==> config.mk <==
export PLATFORM = sky130hd
export DESIGN_NAME = hazard_ctrl_flat
export DESIGN_NICKNAME = d
export VERILOG_FILES = /design/src/rtl/hazard_ctrl_if.sv /design/src/rtl/hazard_ctrl.sv /design/src/flat_wrapper.sv
export SDC_FILE = /design/constraint.sdc
export NUM_CORES = 1
export LEC_CHECK = 0
export ABC_AREA = 1
export BUFFER_PORTS_ARGS = -buffer_cell sky130_fd_sc_hd__buf_2
export CORE_UTILIZATION = 45
export CTS_CLUSTER_DIAMETER = 200
export DETAILED_ROUTE_END_ITERATION = 10
export GPL_ROUTABILITY_DRIVEN = 0
export PLACE_DENSITY = 0.66
export SYNTH_ARGS = -nofsm -noshare
export SYNTH_HDL_FRONTEND = slang
export SYNTH_SLANG_ARGS = --single-unit
export TNS_END_PERCENT = 100
==> constraint.sdc <==
create_clock -name clk -period 2 [get_ports clk]
set_input_delay 0.4 -clock clk [delete_from_list [all_inputs] [get_ports clk]]
set_output_delay 0.4 -clock clk [all_outputs]
set_load 0.03 [all_outputs]
==> src/rtl/hazard_ctrl_if.sv <==
// D-stage decode fields into the hazard unit and its stall/forward controls back out.
interface hazard_ctrl_if;
  logic [4:0] d_rs;
  logic [4:0] d_rt;
  logic       d_use_rs;
  logic       d_use_rt;
  logic       d_tuse;
  logic [4:0] d_wr_addr;
  logic [1:0] d_res;
  logic       d_md_start;
  logic       d_md_div;
  logic       d_md_use;
  logic       stall;
  logic [1:0] fwd_d_rs;
  logic [1:0] fwd_d_rt;
  logic [1:0] fwd_e_rs;
  logic [1:0] fwd_e_rt;
  logic       md_busy;

  modport master (
    output d_rs, d_rt, d_use_rs, d_use_rt, d_tuse, d_wr_addr, d_res,
           d_md_start, d_md_div, d_md_use,
    input  stall, fwd_d_rs, fwd_d_rt, fwd_e_rs, fwd_e_rt, md_busy
  );

  modport slave (
    input  d_rs, d_rt, d_use_rs, d_use_rt, d_tuse, d_wr_addr, d_res,
           d_md_start, d_md_div, d_md_use,
    output stall, fwd_d_rs, fwd_d_rt, fwd_e_rs, fwd_e_rt, md_busy
  );
endinterface

==> src/rtl/hazard_ctrl.sv <==
// Five-stage pipeline hazard unit: stall detection, D/E operand forwarding selects,
// and the multiply/divide busy counter.
module hazard_fwd_sel (
  input  logic [4:0] i_src,
  input  logic [4:0] i_m_wr,
  input  logic [1:0] i_m_res,
  input  logic [4:0] i_w_wr,
  input  logic [1:0] i_w_res,
  output logic [1:0] o_sel
);
  logic w_m_hit, w_w_hit;

  // Only an ALU result in M is forwardable; a load in M must wait until it reaches W.
  assign w_m_hit = (i_src != 5'd0) && (i_m_res == 2'b01) && (i_m_wr == i_src);
  assign w_w_hit = (i_src != 5'd0) && (i_w_res != 2'b00) && (i_w_wr == i_src);
  assign o_sel   = w_m_hit ? 2'b10 : (w_w_hit ? 2'b11 : 2'b01);
endmodule

module hazard_ctrl #(
  parameter int MULT_CYC = 5,
  parameter int DIV_CYC  = 10
) (
  input  logic          clk,
  input  logic          reset_n,
  hazard_ctrl_if.slave  bus
);
  localparam int         NUM_OPS  = 2;
  localparam logic [1:0] RES_NONE = 2'b00;
  localparam logic [1:0] RES_LD   = 2'b10;

  typedef struct packed {
    logic [4:0] wr;
    logic [1:0] res;
  } ent_t;

  ent_t                     r_e, r_m, r_w;
  logic [NUM_OPS-1:0][4:0]  r_e_src;
  logic                     r_e_md_start;
  logic                     r_e_md_div;
  logic [3:0]               r_md_cnt;

  logic [NUM_OPS-1:0][4:0]  w_d_src;
  logic [NUM_OPS-1:0]       w_d_use;
  logic [NUM_OPS-1:0]       w_op_stall;
  logic [NUM_OPS-1:0][1:0]  w_fwd_d;
  logic [NUM_OPS-1:0][1:0]  w_fwd_e;
  logic [1:0]               w_d_res;
  logic                     w_md_busy;
  logic                     w_md_stall;
  logic                     w_stall;

  function automatic logic f_writes(input ent_t e, input logic [4:0] r);
    return (e.res != RES_NONE) && (e.wr == r) && (r != 5'd0);
  endfunction

  // Operand index 0 is rs, 1 is rt.
  assign w_d_src = {bus.d_rt, bus.d_rs};
  assign w_d_use = {bus.d_use_rt, bus.d_use_rs};
  assign w_d_res = (bus.d_res == 2'b11) ? RES_NONE : bus.d_res;

  for (genvar g = 0; g < NUM_OPS; g++) begin : g_op
    assign w_op_stall[g] = w_d_use[g] && (bus.d_tuse
      ? (f_writes(r_e, w_d_src[g]) && (r_e.res == RES_LD))
      : (f_writes(r_e, w_d_src[g]) ||
         (f_writes(r_m, w_d_src[g]) && (r_m.res == RES_LD))));

    hazard_fwd_sel u_fwd_d (
      .i_src   (w_d_src[g]),
      .i_m_wr  (r_m.wr),
      .i_m_res (r_m.res),
      .i_w_wr  (r_w.wr),
      .i_w_res (r_w.res),
      .o_sel   (w_fwd_d[g])
    );

    hazard_fwd_sel u_fwd_e (
      .i_src   (r_e_src[g]),
      .i_m_wr  (r_m.wr),
      .i_m_res (r_m.res),
      .i_w_wr  (r_w.wr),
      .i_w_res (r_w.res),
      .o_sel   (w_fwd_e[g])
    );
  end

  // A start sitting in E has not loaded the counter yet, so it blocks HI/LO users too.
  assign w_md_busy  = (r_md_cnt != 4'd0);
  assign w_md_stall = bus.d_md_use && (w_md_busy || r_e_md_start);
  assign w_stall    = (|w_op_stall) || w_md_stall;

  assign bus.stall    = w_stall;
  assign bus.fwd_d_rs = w_fwd_d[0];
  assign bus.fwd_d_rt = w_fwd_d[1];
  assign bus.fwd_e_rs = w_fwd_e[0];
  assign bus.fwd_e_rt = w_fwd_e[1];
  assign bus.md_busy  = w_md_busy;

  always_ff @(posedge clk or negedge reset_n) begin
    if (!reset_n) begin
      r_e          <= '0;
      r_m          <= '0;
      r_w          <= '0;
      r_e_src      <= '0;
      r_e_md_start <= 1'b0;
      r_e_md_div   <= 1'b0;
      r_md_cnt     <= 4'd0;
    end else begin
      r_w <= r_m;
      r_m <= r_e;
      if (w_stall) begin
        r_e          <= '0;
        r_e_src      <= '0;
        r_e_md_start <= 1'b0;
        r_e_md_div   <= 1'b0;
      end else begin
        r_e.wr       <= bus.d_wr_addr;
        r_e.res      <= w_d_res;
        // Unused operand fields are zeroed so they can never pick up a forward.
        for (int i = 0; i < NUM_OPS; i++)
          r_e_src[i] <= w_d_use[i] ? w_d_src[i] : 5'd0;
        r_e_md_start <= bus.d_md_start;
        r_e_md_div   <= bus.d_md_div;
      end
      if (r_e_md_start)
        r_md_cnt <= r_e_md_div ? 4'(DIV_CYC) : 4'(MULT_CYC);
      else if (r_md_cnt != 4'd0)
        r_md_cnt <= r_md_cnt - 4'd1;
    end
  end
endmodule

==> src/flat_wrapper.sv <==
// flat-port wrapper written by rule: the top's interface ports become plain ports
module hazard_ctrl_flat 
#(
  parameter int MULT_CYC = 5,
  parameter int DIV_CYC  = 10
)
  (clk, reset_n, bus_d_rs, bus_d_rt, bus_d_use_rs, bus_d_use_rt, bus_d_tuse, bus_d_wr_addr, bus_d_res, bus_d_md_start, bus_d_md_div, bus_d_md_use, bus_stall, bus_fwd_d_rs, bus_fwd_d_rt, bus_fwd_e_rs, bus_fwd_e_rt, bus_md_busy);
  hazard_ctrl_if bus_i ();
  input  logic clk;
  input  logic reset_n;
  input wire logic [$bits(bus_i.d_rs)-1:0] bus_d_rs;
  input wire logic [$bits(bus_i.d_rt)-1:0] bus_d_rt;
  input wire logic [$bits(bus_i.d_use_rs)-1:0] bus_d_use_rs;
  input wire logic [$bits(bus_i.d_use_rt)-1:0] bus_d_use_rt;
  input wire logic [$bits(bus_i.d_tuse)-1:0] bus_d_tuse;
  input wire logic [$bits(bus_i.d_wr_addr)-1:0] bus_d_wr_addr;
  input wire logic [$bits(bus_i.d_res)-1:0] bus_d_res;
  input wire logic [$bits(bus_i.d_md_start)-1:0] bus_d_md_start;
  input wire logic [$bits(bus_i.d_md_div)-1:0] bus_d_md_div;
  input wire logic [$bits(bus_i.d_md_use)-1:0] bus_d_md_use;
  output wire logic [$bits(bus_i.stall)-1:0] bus_stall;
  output wire logic [$bits(bus_i.fwd_d_rs)-1:0] bus_fwd_d_rs;
  output wire logic [$bits(bus_i.fwd_d_rt)-1:0] bus_fwd_d_rt;
  output wire logic [$bits(bus_i.fwd_e_rs)-1:0] bus_fwd_e_rs;
  output wire logic [$bits(bus_i.fwd_e_rt)-1:0] bus_fwd_e_rt;
  output wire logic [$bits(bus_i.md_busy)-1:0] bus_md_busy;
  assign bus_i.d_rs = bus_d_rs;
  assign bus_i.d_rt = bus_d_rt;
  assign bus_i.d_use_rs = bus_d_use_rs;
  assign bus_i.d_use_rt = bus_d_use_rt;
  assign bus_i.d_tuse = bus_d_tuse;
  assign bus_i.d_wr_addr = bus_d_wr_addr;
  assign bus_i.d_res = bus_d_res;
  assign bus_i.d_md_start = bus_d_md_start;
  assign bus_i.d_md_div = bus_d_md_div;
  assign bus_i.d_md_use = bus_d_md_use;
  assign bus_stall = bus_i.stall;
  assign bus_fwd_d_rs = bus_i.fwd_d_rs;
  assign bus_fwd_d_rt = bus_i.fwd_d_rt;
  assign bus_fwd_e_rs = bus_i.fwd_e_rs;
  assign bus_fwd_e_rt = bus_i.fwd_e_rt;
  assign bus_md_busy = bus_i.md_busy;
  hazard_ctrl #(.MULT_CYC(MULT_CYC), .DIV_CYC(DIV_CYC)) u_core (.clk(clk), .reset_n(reset_n), .bus(bus_i));
endmodule
==> out/metrics.cfg <==
[outcome]
status = complete, but fails checks
failed_checks = negative setup slack

[yosys]
ys_seq_area_frac = 0.433
async_flop_share = 1.00
ys_top_cells_by_area = dfrtp_1 43%, nand2_1 14%, inv_1 6.8%, nor2_2 6.4%, a221oi_1 2.9%
syn-num-nets = 307
synth_cell_type_count = 29
synth_ff_type = dfrtp_1
synth-seq-cells = 37
netlist_instances = 280
avgSynthCellArea_um2 = 7.64
synth_edf_count = 0
syn_area_um2 = 2140
netlist.area_leader.share = 0.433
synthTopCellsByCount = 77 x nand2_1, 39 x inv_1, 37 x dfrtp_1, 22 x nor2_2, 16 x nor2_1
synth_top_cell_by_area = dfrtp_1
synth_warnings = 0
synth.most_common_cell = nand2_1

[critical_path]
worstPathCellList = buf_6 -> xor2_2 -> nor2_2 -> nand3_1 -> nand3b_1 -> o21ai_1 -> buf_4
r2r_end = u_core.r_e_src[0]$_DFF_PN0_
crit-reg2reg-launch = u_core.r_m[3]$_DFF_PN0_
cp_data_required_time_ps = 1600
cpLargestDelayFamily = flip-flops
cp_max_fo = 4
crit_slowest_cell = dfrtp_1
slowest_delay_ps = 430
ff2ff_path_depth = 11
setup.worst_path.class = register to output port
worstPathArrival_ps = 1670
rrSetupSlack_ps = 280
crit_path_end_kind = output port
critPathLaunchType = register
critical_path_buf_inv_count = 2

[global_routing]
grt_pass1_wl_mm = 9.03
antenna_found_initial = 0
grt_usage = 0.238
grt_pass1_vias = 1933
grt_remaining_overflow = 0
grt_max_degree = 20

[pwr]
power.share.sequential = 0.393
p_total_mw = 2.41
p_switching_mw = 0.766
p_leak_nw = 1.41
powerDensity_nw_per_um2 = 869
peakVddDrop_v = 0.000425
comb_power_share = 0.288
p_sw_frac = 0.318
p_clk_frac = 0.319
p_int_mw = 1.64

[sta]
finClkSkew_ps = 9.99
period_share = 1.04
period_minus_slack_ps = 2070
worst_slack_ps = -71.7
setup-violations-final = 4
max_freq_ghz = 0.483
finalHoldWorstSlack_ps = 46.4
drv_slew = 0
final-hold-violation-count = 0
rsz0062_at_grt = true
slew_headroom = 0.696
tns_ps = -114
tightest_slew_ps = 457

[detailed_routing]
first_pass_iters = 7
drt_wl_total_mm = 5.46
wl_per_cell_um = 14.2
antenna_left = 0
vias = 2007
dr.first_iter.drc_count = 156
drc = 0
via_per_inst = 5.21

[finish]
nets = 359
stdcell_area_um2 = 2770
diodes = 0
area_delta_synth_final_pct = 29.5
drive_gt1_frac = 0.357

[floorplan]
die_x_um = 70.9
die_area_um2 = 5030
core_area_um2 = 4470
start_util = 0.478
die_h_um = 70.9
num_rows = 24
io-pin-count = 35

[cts]
clock-sinks = 37
clk_latency_ps = 290
numCtsBuffers = 5
clk_pin_slew_ps = 80
cts_hold_buf = 0
cts_tree = done
htreeDepth = 2
clk_path_buf_depth = 2
clockRootBuffer = clkbuf_8

[place]
place_ws_ps = 50.9
io_buffers = 34
postPlaceCellArea_um2 = 2380
dp_hpwl_mm = 3.95

[hold_path]
holdCritPathClass = primary input to async pin

[flow_run]
cap_violations = 0

## through the flow
| stage | std cells | utilization |
|---|---|---|
| finish | 385 | 0.619 |
| global route | 385 | 0.619 |
| CTS | 379 | 0.585 |
| detailed placement | 365 | 0.531 |
| global placement | 365 | 0.531 |
| floorplan | 280 | - |
## worst max path at each step
stage	start	end	slack (ps)	cells after the start
detailed placement	bus_d_rs[1]	bus_stall	50	10
global route	u_core.r_m[3]$_DFF_PN0_	bus_fwd_d_rs[1]	-160	7
finish	u_core.r_m[3]$_DFF_PN0_	bus_fwd_d_rs[1]	-70	7
global placement	bus_d_rs[1]	bus_stall	70	10
floorplan	bus_d_rs[4]	bus_fwd_d_rs[1]	10	5
CTS	u_core.r_m[3]$_DFF_PN0_	bus_fwd_d_rs[1]	-40	7
## worst reg2reg max path: stages (launching register included)
cell and delay (ps):
dfrtp_1 430, buf_6 140, xor2_2 140, nor2_2 100
nand4_1 90, nand2_1 70, nand2_1 50, nand2_1 50
nand2_1 50, nand2_2 90, buf_4 330, nor2_2 70
## flip-flops by register name, indices dropped and copies added, names as in the netlist
name,flops
u_core.r_m,7
u_core.r_md_cnt,4
u_core.r_w,7
u_core.r_e_md_start,1
u_core.r_e_md_div,1
u_core.r_e_src,10
u_core.r_e,7
## logic make-up (layout without fill, tap and decap cells)
group / after synthesis / after routing / share of synthesized area
simple gates: 148 / 148 / 0.315
buf+inv: 48 / 101 / 0.0924
flops: 37 / 37 / 0.433
compound gates: 34 / 34 / 0.102
xor+xnor: 11 / 11 / 0.0451
fa+ha+maj: 2 / 2 / 0.0117
## area by class of cell
cell class	instances	area, um^2
repair buffers	49	354
clock inverters	3	65.1
flip-flops and latches	37	931
inverters	44	165
fillers	403	1700
clock buffers	5	68.8
well taps	52	65.1
multi-input cells	195	1120
## cell usage in the layout (no fill, tap or decap), drive strengths merged, types with 4 or more instances in the layout
master / count
a21oi: 6
a221oi: 7
buf: 49
clkbuf: 5
dfrtp: 37
inv: 44
nand2: 78
nand3: 11
nand4: 4
nor2: 38
nor3: 10
o21ai: 10
o22ai: 7
or2: 4
xnor2: 6
xor2: 5
## power by group through the flow
| stage | registers (mW) | clock network (mW) | logic (mW) |
|---|---|---|---|
| after global placement | 0.957 | 0 | 0.579 |
| after CTS | 0.945 | 0.780 | 0.627 |
| after floorplan | 0.926 | 0 | 0.448 |
| after detailed placement | 0.957 | 0 | 0.586 |
| after global routing | 0.961 | 0.808 | 0.785 |
| final | 0.947 | 0.767 | 0.694 |
## repair_timing
item	4_1_cts	5_1_grt
cloned	0	0
pin swaps	0	9
resized for setup	23	27
endpoints found under the setup margin	8	9
endpoints found under the hold margin	0	0
setup buffers	6	6
## per-layer routing
| layer | wire (um) | vias up | track usage |
|---|---|---|---|
| li1 | - | 997 | - |
| met1 | 2440 | 946 | 0.311 |
| met2 | 2690 | 57 | 0.390 |
| met3 | 249 | 7 | 0.0427 |
| met4 | 80 | 0 | 0.102 |
| met5 | 0 | - | 0 |
Power figures use the tool's default switching activity.
